===== src/rtl/fifo_wr_ctrl_pkg.sv =====
// Shared pointer types and Gray-code helpers for the async FIFO write/read controllers.
package fifo_wr_ctrl_pkg;

  localparam int unsigned ADDR_W_DEF = 4;
  localparam int unsigned MAX_PTR_W  = 32;

  typedef logic [ADDR_W_DEF:0] ptr_t;

  function automatic int unsigned depth_of(input int unsigned addr_w);
    return 32'(1) << addr_w;
  endfunction

  // Operates on zero-extended pointers; upper zero bits do not disturb the result.
  function automatic logic [MAX_PTR_W-1:0] bin2gray(input logic [MAX_PTR_W-1:0] b);
    return b ^ (b >> 1);
  endfunction

  function automatic logic [MAX_PTR_W-1:0] gray2bin(input logic [MAX_PTR_W-1:0] g);
    logic [MAX_PTR_W-1:0] b;
    b[MAX_PTR_W-1] = g[MAX_PTR_W-1];
    for (int i = int'(MAX_PTR_W) - 2; i >= 0; i--) begin
      b[i] = b[i+1] ^ g[i];
    end
    return b;
  endfunction

endpackage


===== src/rtl/fifo_gray_ptr.sv =====
// Binary + Gray pointer register pair; advances by one on i_inc.
module fifo_gray_ptr
  import fifo_wr_ctrl_pkg::*;
#(
  parameter int unsigned PTR_W = ADDR_W_DEF + 1
) (
  input  logic             clk,
  input  logic             rst,
  input  logic             i_inc,
  output logic [PTR_W-1:0] o_bin,
  output logic [PTR_W-1:0] o_bin_nxt,
  output logic [PTR_W-1:0] o_gray,
  output logic [PTR_W-1:0] o_gray_nxt
);

  logic [PTR_W-1:0] r_bin;
  logic [PTR_W-1:0] r_gray;
  logic [PTR_W-1:0] w_bin_nxt;
  logic [PTR_W-1:0] w_gray_nxt;

  always_comb begin
    w_bin_nxt  = i_inc ? PTR_W'(r_bin + PTR_W'(1)) : r_bin;
    w_gray_nxt = PTR_W'(bin2gray(MAX_PTR_W'(w_bin_nxt)));
  end

  // Gray value held in its own flop so the cross-domain output is glitch-free.
  always_ff @(posedge clk or posedge rst) begin
    if (rst) begin
      r_bin  <= '0;
      r_gray <= '0;
    end else begin
      r_bin  <= w_bin_nxt;
      r_gray <= w_gray_nxt;
    end
  end

  assign o_bin      = r_bin;
  assign o_bin_nxt  = w_bin_nxt;
  assign o_gray     = r_gray;
  assign o_gray_nxt = w_gray_nxt;

endmodule


===== src/rtl/fifo_wr_ctrl.sv =====
// Write-domain pointer and flag controller of the async FIFO.
module fifo_wr_ctrl
  import fifo_wr_ctrl_pkg::*;
#(
  parameter int unsigned ADDR_W    = 4,
  parameter int unsigned AF_MARGIN = 2
) (
  input  logic              clk,
  input  logic              rst,
  input  logic              wr_en,
  input  logic [ADDR_W:0]   rd_ptr_gray_sync,
  input  logic              clr_overflow,
  output logic              ram_we,
  output logic [ADDR_W-1:0] ram_waddr,
  output logic [ADDR_W:0]   wr_ptr_gray,
  output logic              wr_full,
  output logic              wr_almost_full,
  output logic [ADDR_W:0]   wr_level,
  output logic              overflow
);

  localparam int unsigned PTR_W    = ADDR_W + 1;
  localparam int unsigned DEPTH    = depth_of(ADDR_W);
  localparam int unsigned AF_LEVEL = DEPTH - AF_MARGIN;

  logic             w_push;
  logic [PTR_W-1:0] w_bin;
  logic [PTR_W-1:0] w_bin_nxt;
  logic [PTR_W-1:0] w_gray;
  logic [PTR_W-1:0] w_gray_nxt;
  logic [PTR_W-1:0] w_rq_bin;
  logic [PTR_W-1:0] w_full_gray;
  logic [PTR_W-1:0] w_level_nxt;
  logic             w_full_nxt;
  logic             w_af_nxt;
  logic             w_ovf_nxt;
  logic             w_unused_bin_msb;

  logic             r_full;
  logic             r_almost_full;
  logic [PTR_W-1:0] r_level;
  logic             r_overflow;

  assign w_push           = wr_en & ~r_full;
  assign w_unused_bin_msb = w_bin[ADDR_W];

  fifo_gray_ptr #(
    .PTR_W (PTR_W)
  ) u_ptr (
    .clk        (clk),
    .rst        (rst),
    .i_inc      (w_push),
    .o_bin      (w_bin),
    .o_bin_nxt  (w_bin_nxt),
    .o_gray     (w_gray),
    .o_gray_nxt (w_gray_nxt)
  );

  // Full when the next write pointer sits exactly one lap ahead of the read pointer.
  always_comb begin
    w_rq_bin    = PTR_W'(gray2bin(MAX_PTR_W'(rd_ptr_gray_sync)));
    w_full_gray = {~rd_ptr_gray_sync[ADDR_W:ADDR_W-1], rd_ptr_gray_sync[ADDR_W-2:0]};
    w_full_nxt  = (w_gray_nxt == w_full_gray);
    w_level_nxt = PTR_W'(w_bin_nxt - w_rq_bin);
    w_af_nxt    = (w_level_nxt >= PTR_W'(AF_LEVEL));
    w_ovf_nxt   = (wr_en & r_full) | (r_overflow & ~clr_overflow);
  end

  always_ff @(posedge clk or posedge rst) begin
    if (rst) begin
      r_full        <= 1'b0;
      r_almost_full <= 1'b0;
      r_level       <= '0;
      r_overflow    <= 1'b0;
    end else begin
      r_full        <= w_full_nxt;
      r_almost_full <= w_af_nxt;
      r_level       <= w_level_nxt;
      r_overflow    <= w_ovf_nxt;
    end
  end

  assign ram_we         = w_push;
  assign ram_waddr      = w_bin[ADDR_W-1:0];
  assign wr_ptr_gray    = w_gray;
  assign wr_full        = r_full;
  assign wr_almost_full = r_almost_full;
  assign wr_level       = r_level;
  assign overflow       = r_overflow;

endmodule


===== config.mk =====
export PLATFORM = sky130hd
export DESIGN_NAME = fifo_wr_ctrl
export DESIGN_NICKNAME = d
export VERILOG_FILES = /design/src/rtl/fifo_wr_ctrl_pkg.sv /design/src/rtl/fifo_gray_ptr.sv /design/src/rtl/fifo_wr_ctrl.sv
export SDC_FILE = /design/constraint.sdc
export NUM_CORES = 1
export LEC_CHECK = 0
export ABC_AREA = 1
export BUFFER_PORTS_ARGS = -buffer_cell sky130_fd_sc_hd__buf_2
export CORE_UTILIZATION = 51
export CTS_BUF_LIST = sky130_fd_sc_hd__clkbuf_4 sky130_fd_sc_hd__clkbuf_8 sky130_fd_sc_hd__clkbuf_16
export CTS_CLUSTER_DIAMETER = 150
export CTS_CLUSTER_SIZE = 10
export DETAILED_ROUTE_END_ITERATION = 10
export GPL_TIMING_DRIVEN = 0
export PLACE_DENSITY_LB_ADDON = 0.25
export SYNTH_ARGS = -nofsm -noshare
export SYNTH_HDL_FRONTEND = slang
export SYNTH_SLANG_ARGS = --single-unit

===== constraint.sdc =====
create_clock -name clk -period 2.2 [get_ports clk]
set_input_delay 0.44 -clock clk [delete_from_list [all_inputs] [get_ports clk]]
set_output_delay 0.44 -clock clk [all_outputs]
set_load 0.02 [all_outputs]

==> results of run 1 <==
[flip-flops by register name, indices dropped and copies added (netlist names)]
name / cells
wr_level: 5
overflow: 1
u_ptr.o_gray: 4
wr_almost_full: 1
wr_full: 1
u_ptr.o_bin: 5
[per-layer routing]
layer  wire length, um  up-vias  part of all wire  global-route usage
met3                47        9             0.022              0.0353
li1                  -      443                 -                   -
met4                70        0             0.032               0.147
met2              1140       23              0.53               0.369
met5                 0        -                 0                   0
met1               909      412              0.42               0.259
[report_power, final]
| part | switching (W) | leakage [nW] | internal, W |
|---|---|---|---|
| clock network | 0.000112 | 0.0139 | 0.0000694 |
| logic | 0.000834 | 0.517 | 0.000507 |
| registers | 0.0000790 | 0.207 | 0.000470 |
[stage by stage]
step                      hold WS (ns)  power (W)  instance area (um2)
after global placement           0.512    0.00171                 1180
after CTS                        0.238    0.00202                 1280
after global routing             0.240    0.00223                 1310
final                            0.203    0.00207                 1310
after floorplan                  0.366    0.00145                 1010
after detailed placement         0.519    0.00177                 1180
[cells in the final DEF, fill, tap and decap left out, drive strengths merged]
| cell | n |
|---|---|
| xor3 | 1 |
| and2 | 1 |
| a21oi | 1 |
| nand2 | 43 |
| nand3b | 1 |
| o22ai | 1 |
| o21bai | 1 |
| clkbuf | 3 |
| inv | 22 |
| o21ai | 3 |
| xnor2 | 3 |
| or2 | 1 |
| buf | 32 |
| ha | 5 |
| clkinvlp | 1 |
| xor2 | 4 |
| fa | 1 |
| dfrtp | 17 |
| nand3 | 11 |
| nor2 | 6 |
[worst max-delay path by stage]
stage,startpoint,endpoint,slack [ns],cells after the start
2_1_floorplan,rd_ptr_gray_sync[4],wr_almost_full$_DFF_PP0_,-0.08,14
3_3_place_gp,rd_ptr_gray_sync[4],wr_almost_full$_DFF_PP0_,-0.37,15
3_5_place_dp,rd_ptr_gray_sync[4],wr_almost_full$_DFF_PP0_,-0.48,16
4_1_cts,rd_ptr_gray_sync[3],wr_almost_full$_DFF_PP0_,-0.06,15
5_1_grt,rd_ptr_gray_sync[4],wr_almost_full$_DFF_PP0_,-0.18,15
6_report,rd_ptr_gray_sync[4],wr_almost_full$_DFF_PP0_,-0.05,15
[kinds of logic after synthesis]
logic type      share of synthesized area
fa+ha+maj                          0.0827
flops                               0.426
simple gates                        0.267
xor+xnor                            0.108
buf+inv                            0.0827
compound gates                     0.0338
[area by class of cell]
type / instances / share of cell area
tap: 25 / 0.0239
clock buffer: 3 / 0.0172
inverter: 22 / 0.0630
multi-input combinational: 83 / 0.416
clock inverter: 1 / 0.00573
timing repair buffer: 32 / 0.149
sequential: 17 / 0.325
[timing repair]
item / CTS / global route
resized for setup: 9 / 5
setup buffers: 5 / 1
pin swaps: 10 / 10
endpoints found under the setup margin: 2 / 3
[cell usage after synthesis (2+ instances only)]
cell type | instances | area share
o21ai_0 | 2 | 0.010
nand3_1 | 11 | 0.055
xor2_2 | 2 | 0.033
nand2_2 | 2 | 0.013
nor2_1 | 5 | 0.019
xor2_1 | 2 | 0.018
inv_1 | 20 | 0.075
dfrtp_1 | 17 | 0.43
nand2_1 | 41 | 0.15
inv_2 | 2 | 0.0075
xnor2_1 | 2 | 0.018
ha_1 | 5 | 0.063
==> out/qor.txt, run 1 <==
vias in the first global route = 825
cells after synthesis = 122
clk root buf = clkbuf_4
filler cell count in the final layout = 148
via count = 887
routability cong. = 0.791
status = complete, but fails checks
clock sinks = 17
total routed wirelength = 2160 um
worst-skew pair later-pin latency = 0.30 ns
Detailed Routing Iterations Pass 1 = 4
Reg2Reg Depth = 12
post-synthesis sequential area ratio = 0.426
Syn Std Cell Area = 998 um2
hpwl dp = 1570 um
Peak VDD IR = 0.926 mV
CTS tree = built
CP top delay family = XOR/XNOR gates
Primary FF master, synth = dfrtp_1
FF+latch area = 425 um2
highest clock rate = 445 MHz
initial antenna violation count = 0
num ports = 27
Slew HR = 0.565
max incr delay on CP = 0.35 ns
total die area = 0.00214 mm2
max_cap viols = 0
RSZ-0062 raised after global routing = true
Leak = 0.738 nW
final setup margin = -0.0482 ns
#FFs+latches synth = 17
Startpoint Class = primary input
Slowest cell on crit path = fa_2
Final #Nets = 174
Final Hold Fails = 0
first-pass GRT wire length = 3260 um
wire length per cell = 11.8 um
CTS Hold Bufs = 0
grt ovf = 0
crit path buf inv count = 3
Total GRT Usage = 0.221
synthesis warning total = 0
die width = 46.2 um
diode count = 0
Pwr Density = 1580 mW/mm2
via/cell ratio = 4.85
CTS H-Tree Depth = 1
share of layout cells above drive strength 1 = 0.329
Setup Viol. Count Final = 2
TritonCTS Buffers = 3
Final Util = 0.735
Place WS = -0.478 ns
Max FO, Critical Path = 3
Initial DRC Count = 11
area grow syn2layout = 31.2%
ys async rst share = 1.00
core area = 0.00178 mm2
syn nets = 137
port bufs = 26
row cnt = 15
Crit path required time = 2.40 ns
Inst Count DP = 173
largest net degree at the start of global routing = 18
crit end category = flip-flop
clock slew at reported path FFs = 0.11 ns
Tightest Hold Check Type = primary input to async pin
RR Endpoint = wr_level[4]$_DFF_PP0_
clk buf depth = 2
Post-synth EDFFs = 0
multi-input logic area = 546 um2
min Tclk post-route = 2.25 ns
Worst EP arrival = 2.45 ns
measured slew at the worst slew-check pin = 0.652 ns
final antenna-violating net count = 0
Avg Inst Size Synth = 8.18 um2
Setup CP Type = primary input to flip-flop
failing checks = setup timing
setup TNS = -0.0859 ns
Starting Density = 0.560
period utilisation layout = 1.02
Pins Over Slew Limit = 0
post-route non-filler standard cell count = 183
Die Ht = 46.2 um
Register-to-Register Setup Slack = 0.03 ns
Critical R2R Launch = u_ptr.o_bin[1]$_DFF_PP0_
drt drc = 0
Synth cell types = 23
Final Skew = 0.00438 ns
crit-path cells = buf_8 -> xnor2_4 -> xor2_4 -> xor2_2 -> nand2_1 -> nand2_1 -> inv_2 -> ha_4 -> fa_2 -> nor2_2 -> o21ai_1 -> and2_1 -> inv_2 -> or2_4 -> nand3_2
Power figures use the tool's default switching activity.
==> run 2, diff against run 1 <==
CORE_MARGIN = 2   (was not set)
==> run 2 against run 1 <==
  * The run still ends with setup timing left
  * Count of clock-buffer cells in the layout rose by 1
  * Critical endpoint unchanged
  * Largest cell class unchanged
  * Register-to-register slack improved by 0.02 ns
  * Cell area fell by 3.0%
  * Wire length fell by 4.4%
  * Fmax fell by 0.54%
==> out/qor.txt, run 2 (same netlist as run 1, synthesis figures left out) <==
status = complete, but fails checks
failing checks = setup timing
via count = 862
via/cell ratio = 4.74
share of layout cells above drive strength 1 = 0.310
Starting Density = 0.525
M3 GR Usage = 0.0481
Slew HR = 0.557
drt drc = 0
Worst EP arrival = 2.44 ns
Final #Nets = 171
clk buf depth = 2
core area = 0.00190 mm2
Critical R2R Launch = u_ptr.o_bin[1]$_DFF_PP0_
Final Util = 0.668
Power, Total = 0.00202 W
die width = 48.2 um
Final Hold Fails = 0
diode count = 0
GR peak layer = met2
Max FO, Critical Path = 3
final antenna-violating net count = 0
met2 Track Usage GR = 0.363
area grow syn2layout = 27.3%
clock sinks = 17
period utilisation layout = 1.03
Detailed Routing Iterations Pass 1 = 4
Peak VDD IR = 0.859 mV
final instance area = 0.00127 mm2
worst-skew pair later-pin latency = 0.29 ns
Reg2Reg Depth = 10
Pins Over Slew Limit = 0
port bufs = 26
Final Skew = 0.00477 ns
total routed wirelength = 2070 um
final setup margin = -0.0605 ns
first-pass GRT wire length = 3260 um
clk root buf = clkbuf_4
initial antenna violation count = 0
row cnt = 16
Pwr Density = 1590 mW/mm2
num ports = 27
Setup CP Type = primary input to flip-flop
commonest non-fill, non-tap cell in the layout = nand2_1
crit end category = flip-flop
Post-DP Area = 0.00118 mm2
Die Ht = 48.2 um
Initial DRC Count = 6
Startpoint Class = primary input
highest clock rate = 442 MHz
clock slew at reported path FFs = 0.10 ns
CTS Hold Bufs = 0
Tightest Hold Check Type = primary input to async pin
TritonCTS Buffers = 3
Register-to-Register Setup Slack = 0.05 ns
grt ovf = 0
Setup Viol. Count Final = 2
commonest non-fill, non-tap cells in the layout = nand2_1, buf_2, inv_1
total die area = 0.00233 mm2
hpwl dp = 1610 um
min Tclk post-route = 2.26 ns
Crit path required time = 2.38 ns
met1 Use GR = 0.245
RSZ-0062 raised after global routing = true
CTS tree = built
Total GRT Usage = 0.205
wire length per cell = 11.4 um
Leak = 0.721 nW
vias in the first global route = 796
measured slew at the worst slew-check pin = 0.664 ns
max_cap viols = 0
routability cong. = 0.795
largest net degree at the start of global routing = 18
CTS H-Tree Depth = 1
RR Endpoint = wr_almost_full$_DFF_PP0_
## run 2: area by class of cell
| type | instances | area [um2] |
|---|---|---|
| Multi-Input combinational cell | 83 | 527 |
| Sequential cell | 17 | 425 |
| Fill cell | 160 | 631 |
| Clock buffer | 4 | 30.0 |
| Tap cell | 27 | 33.8 |
| Timing Repair Buffer | 29 | 173 |
| Inverter | 22 | 82.6 |
## run 2: how the worst max path moves through the flow
stage / from / end / slack (ns) / depth (start not counted)
floorplan: rd_ptr_gray_sync[4] / wr_almost_full$_DFF_PP0_ / -0.08 / 14
global placement: rd_ptr_gray_sync[4] / wr_almost_full$_DFF_PP0_ / -0.38 / 16
detailed placement: rd_ptr_gray_sync[4] / wr_almost_full$_DFF_PP0_ / -0.47 / 15
CTS: rd_ptr_gray_sync[3] / wr_almost_full$_DFF_PP0_ / -0.07 / 15
global route: rd_ptr_gray_sync[4] / wr_almost_full$_DFF_PP0_ / -0.21 / 15
finish: rd_ptr_gray_sync[4] / wr_almost_full$_DFF_PP0_ / -0.06 / 15
## run 2: per-layer routing
metal,routed length [um],share of wire,vias to the layer above
li1,-,-,437
met1,894,0.43,404
met2,1090,0.53,19
met3,66,0.032,2
met4,18,0.0087,0
met5,0,0,-
## run 2: critical path: stages
cell and delay [ns]:
buf_8 0.11, xnor2_4 0.20, xor2_2 0.23, xor2_2 0.22
nand2_1 0.09, nand2_1 0.09, inv_2 0.04, ha_4 0.15
fa_2 0.35, nor2_2 0.11, o21ai_1 0.05, and2_1 0.14
inv_2 0.05, or2_4 0.11, nand3_2 0.06
## run 2: timing repair
action,4_1_cts,5_1_grt
gates resized for setup,10,2
buffers inserted,3,0
pin swaps,8,7
cloned,0,0
setup endpoints to repair,2,2
## run 2: power breakdown
part / switching [W] / internal [W] / total (W)
logic: 0.000801 / 0.000482 / 0.00128
registers: 0.0000799 / 0.000470 / 0.000550
clock network: 0.000101 / 0.0000828 / 0.000184
total: 0.000982 / 0.00104 / 0.00202
## run 2: through the flow
step / setup WS [ns] / TNS [ns] / std cells / hold slack, ns
2_1_floorplan: -0.0832 / -0.154 / 122 / 0.366
3_3_place_gp: -0.377 / -0.826 / 175 / 0.512
3_5_place_dp: -0.467 / -1.07 / 175 / 0.534
4_1_cts: -0.0715 / -0.121 / 182 / 0.243
5_1_grt: -0.215 / -0.406 / 182 / 0.295
6_report: -0.0605 / -0.0884 / 182 / 0.225
==> run 3, diff against run 2 <==
BUFFER_PORTS_ARGS = not set   (was -buffer_cell sky130_fd_sc_hd__buf_2)
CORE_UTILIZATION = 60   (was 51)
DONT_BUFFER_PORTS = 1   (was not set)
==> run 3 against run 2 <==
  * The run now ends clean
  * Global-route usage rose by 1.1 points
  * Wire length fell by 3.4%
  * Register-to-register slack improved by 0.03 ns
  * Largest power group unchanged
  * Non-clock buffer count fell by 23
  * Clock power barely moved
==> out/qor.txt, run 3 (same netlist as run 1, synthesis figures left out) <==
status = complete, no violations
core area = 0.00154 mm2
Total GRT Usage = 0.216
crit-path cells = ha_1 -> nand3_1 -> nand2_1 -> nand2_4 -> ha_4 -> inv_1 -> nor2_2 -> o21ai_1 -> and2_1 -> inv_1 -> or2_2 -> nand3_1
worst-skew pair later-pin latency = 0.30 ns
via count = 801
Power, Total = 0.00196 W
CTS tree = built
Max FO, Critical Path = 4
Clock power frac = 0.092
first-pass GRT wire length = 3060 um
row cnt = 14
Die Ht = 44.8 um
Final #Nets = 148
Worst EP arrival = 2.36 ns
num ports = 27
Setup CP Type = flip-flop to flip-flop
area grow syn2layout = 16.7%
Slew HR = 0.574
post-route non-filler standard cell count = 148
max_cap viols = 0
Inst Count DP = 138
CTS H-Tree Depth = 1
highest clock rate = 471 MHz
Detailed Routing Iterations Pass 1 = 4
Pins Over Slew Limit = 0
diode count = 0
total routed wirelength = 2000 um
port bufs = 0
Initial DRC Count = 15
share of layout cells above drive strength 1 = 0.220
die width = 44.8 um
largest net degree at the start of global routing = 18
Setup Viol. Count Final = 0
Startpoint Class = flip-flop
Pwr Density = 1690 mW/mm2
measured slew at the worst slew-check pin = 0.638 ns
clock slew at reported path FFs = 0.10 ns
routability cong. = 0.805
Critical R2R Launch = u_ptr.o_bin[0]$_DFF_PP0_
Hold WS = 0.100 ns
CTS Hold Bufs = 0
via/cell ratio = 5.41
min Tclk post-route = 2.12 ns
switching power total = 0.000980 W
Final Hold Fails = 0
final antenna-violating net count = 0
combinational power share = 0.516
vias in the first global route = 788
Final Skew = 0.00601 ns
crit end category = flip-flop
Peak VDD IR = 0.958 mV
clk root buf = clkbuf_4
initial antenna violation count = 0
Slowest cell on crit path = dfrtp_2
Leak = 0.617 nW
Starting Density = 0.648
setup TNS = 0 ns
Tightest Hold Check Type = primary input to async pin
grt ovf = 0
commonest non-fill, non-tap cells in the layout = nand2_1, inv_1, dfrtp_1
Register-to-Register Setup Slack = 0.08 ns
final instance area = 0.00116 mm2
hpwl dp = 1470 um
clk buf depth = 2
wire length per cell = 13.5 um
switch share = 0.499
RR Endpoint = wr_almost_full$_DFF_PP0_
drt drc = 0
total die area = 0.00201 mm2
clock sinks = 17
Crit path required time = 2.44 ns
Sequential Power Share = 0.392
Post-DP Area = 0.00103 mm2
RSZ-0062 raised after global routing = true
Reg2Reg Depth = 12
max incr delay on CP = 0.48 ns
period utilisation layout = 0.964
TritonCTS Buffers = 3
Int Power = 0.000985 W
commonest non-fill, non-tap cell in the layout = nand2_1
[run 3: cell types whose count changed in the layout (fill, tap and decap cells not counted), moves of 2 or more]
cell and change:
buf_2 -24, buf_4 +3, dfrtp_1 -3, dfrtp_2 +3, buf_8 -2, nand2_1 -2
[run 3: per-layer routing]
layer  routed length (um)  share of wire  GRT usage
met5                    0              0          0
met4                   34          0.017      0.129
met3                   69          0.035     0.0480
met2                 1090           0.55      0.374
met1                  799           0.40      0.241
[run 3: through the flow]
step | setup WS, ns | util
6_report | 0.0781 | 0.756
4_1_cts | 0.0168 | 0.696
3_3_place_gp | -0.214 | 0.671
2_1_floorplan | -0.0832 | -
5_1_grt | -0.0814 | 0.756
3_5_place_dp | -0.256 | 0.671
[run 3: critical path: cells and delay by family, from the launching register on]
family                   cells  cell delay (ns)
AND/OR/NAND/NOR              7             0.92
flip-flops                   1             0.48
adder cells (fa/ha/maj)      2             0.45
buffers and inverters        2             0.11
AO/OA/AOI/OAI                1             0.09
[run 3: how the worst max path moves through the flow]
stage                                        start                       end  depth (start not counted)
after floorplan                rd_ptr_gray_sync[4]  wr_almost_full$_DFF_PP0_                         14
after global placement         rd_ptr_gray_sync[4]  wr_almost_full$_DFF_PP0_                         15
after detailed placement       rd_ptr_gray_sync[4]  wr_almost_full$_DFF_PP0_                         14
after CTS                 u_ptr.o_bin[1]$_DFF_PP0_  wr_almost_full$_DFF_PP0_                         12
after global routing      u_ptr.o_bin[0]$_DFF_PP0_  wr_almost_full$_DFF_PP0_                          9
final                     u_ptr.o_bin[0]$_DFF_PP0_  wr_almost_full$_DFF_PP0_                         12
[run 3: power groups by stage]
stage / logic, W / registers [W] / clock network [W]
global placement: 0.000809 / 0.000766 / 0
floorplan: 0.000702 / 0.000743 / 0
detailed placement: 0.000866 / 0.000769 / 0
finish: 0.00101 / 0.000770 / 0.000181
CTS: 0.000871 / 0.000768 / 0.000181
global route: 0.00114 / 0.000790 / 0.000204
[run 3: final cells by class]
type	count	area, um2
multi-input combinational	83	558
sequential	17	429
fill	104	377
inverter	22	82.6
timing repair buffer	6	45.0
clock buffer	4	30.0
tap	16	20.0
[run 3: repair_timing]
item	in CTS	in global routing
setup buffers	0	6
gates resized for setup	3	9
endpoints found under the setup margin	2	2
pin swaps	0	6
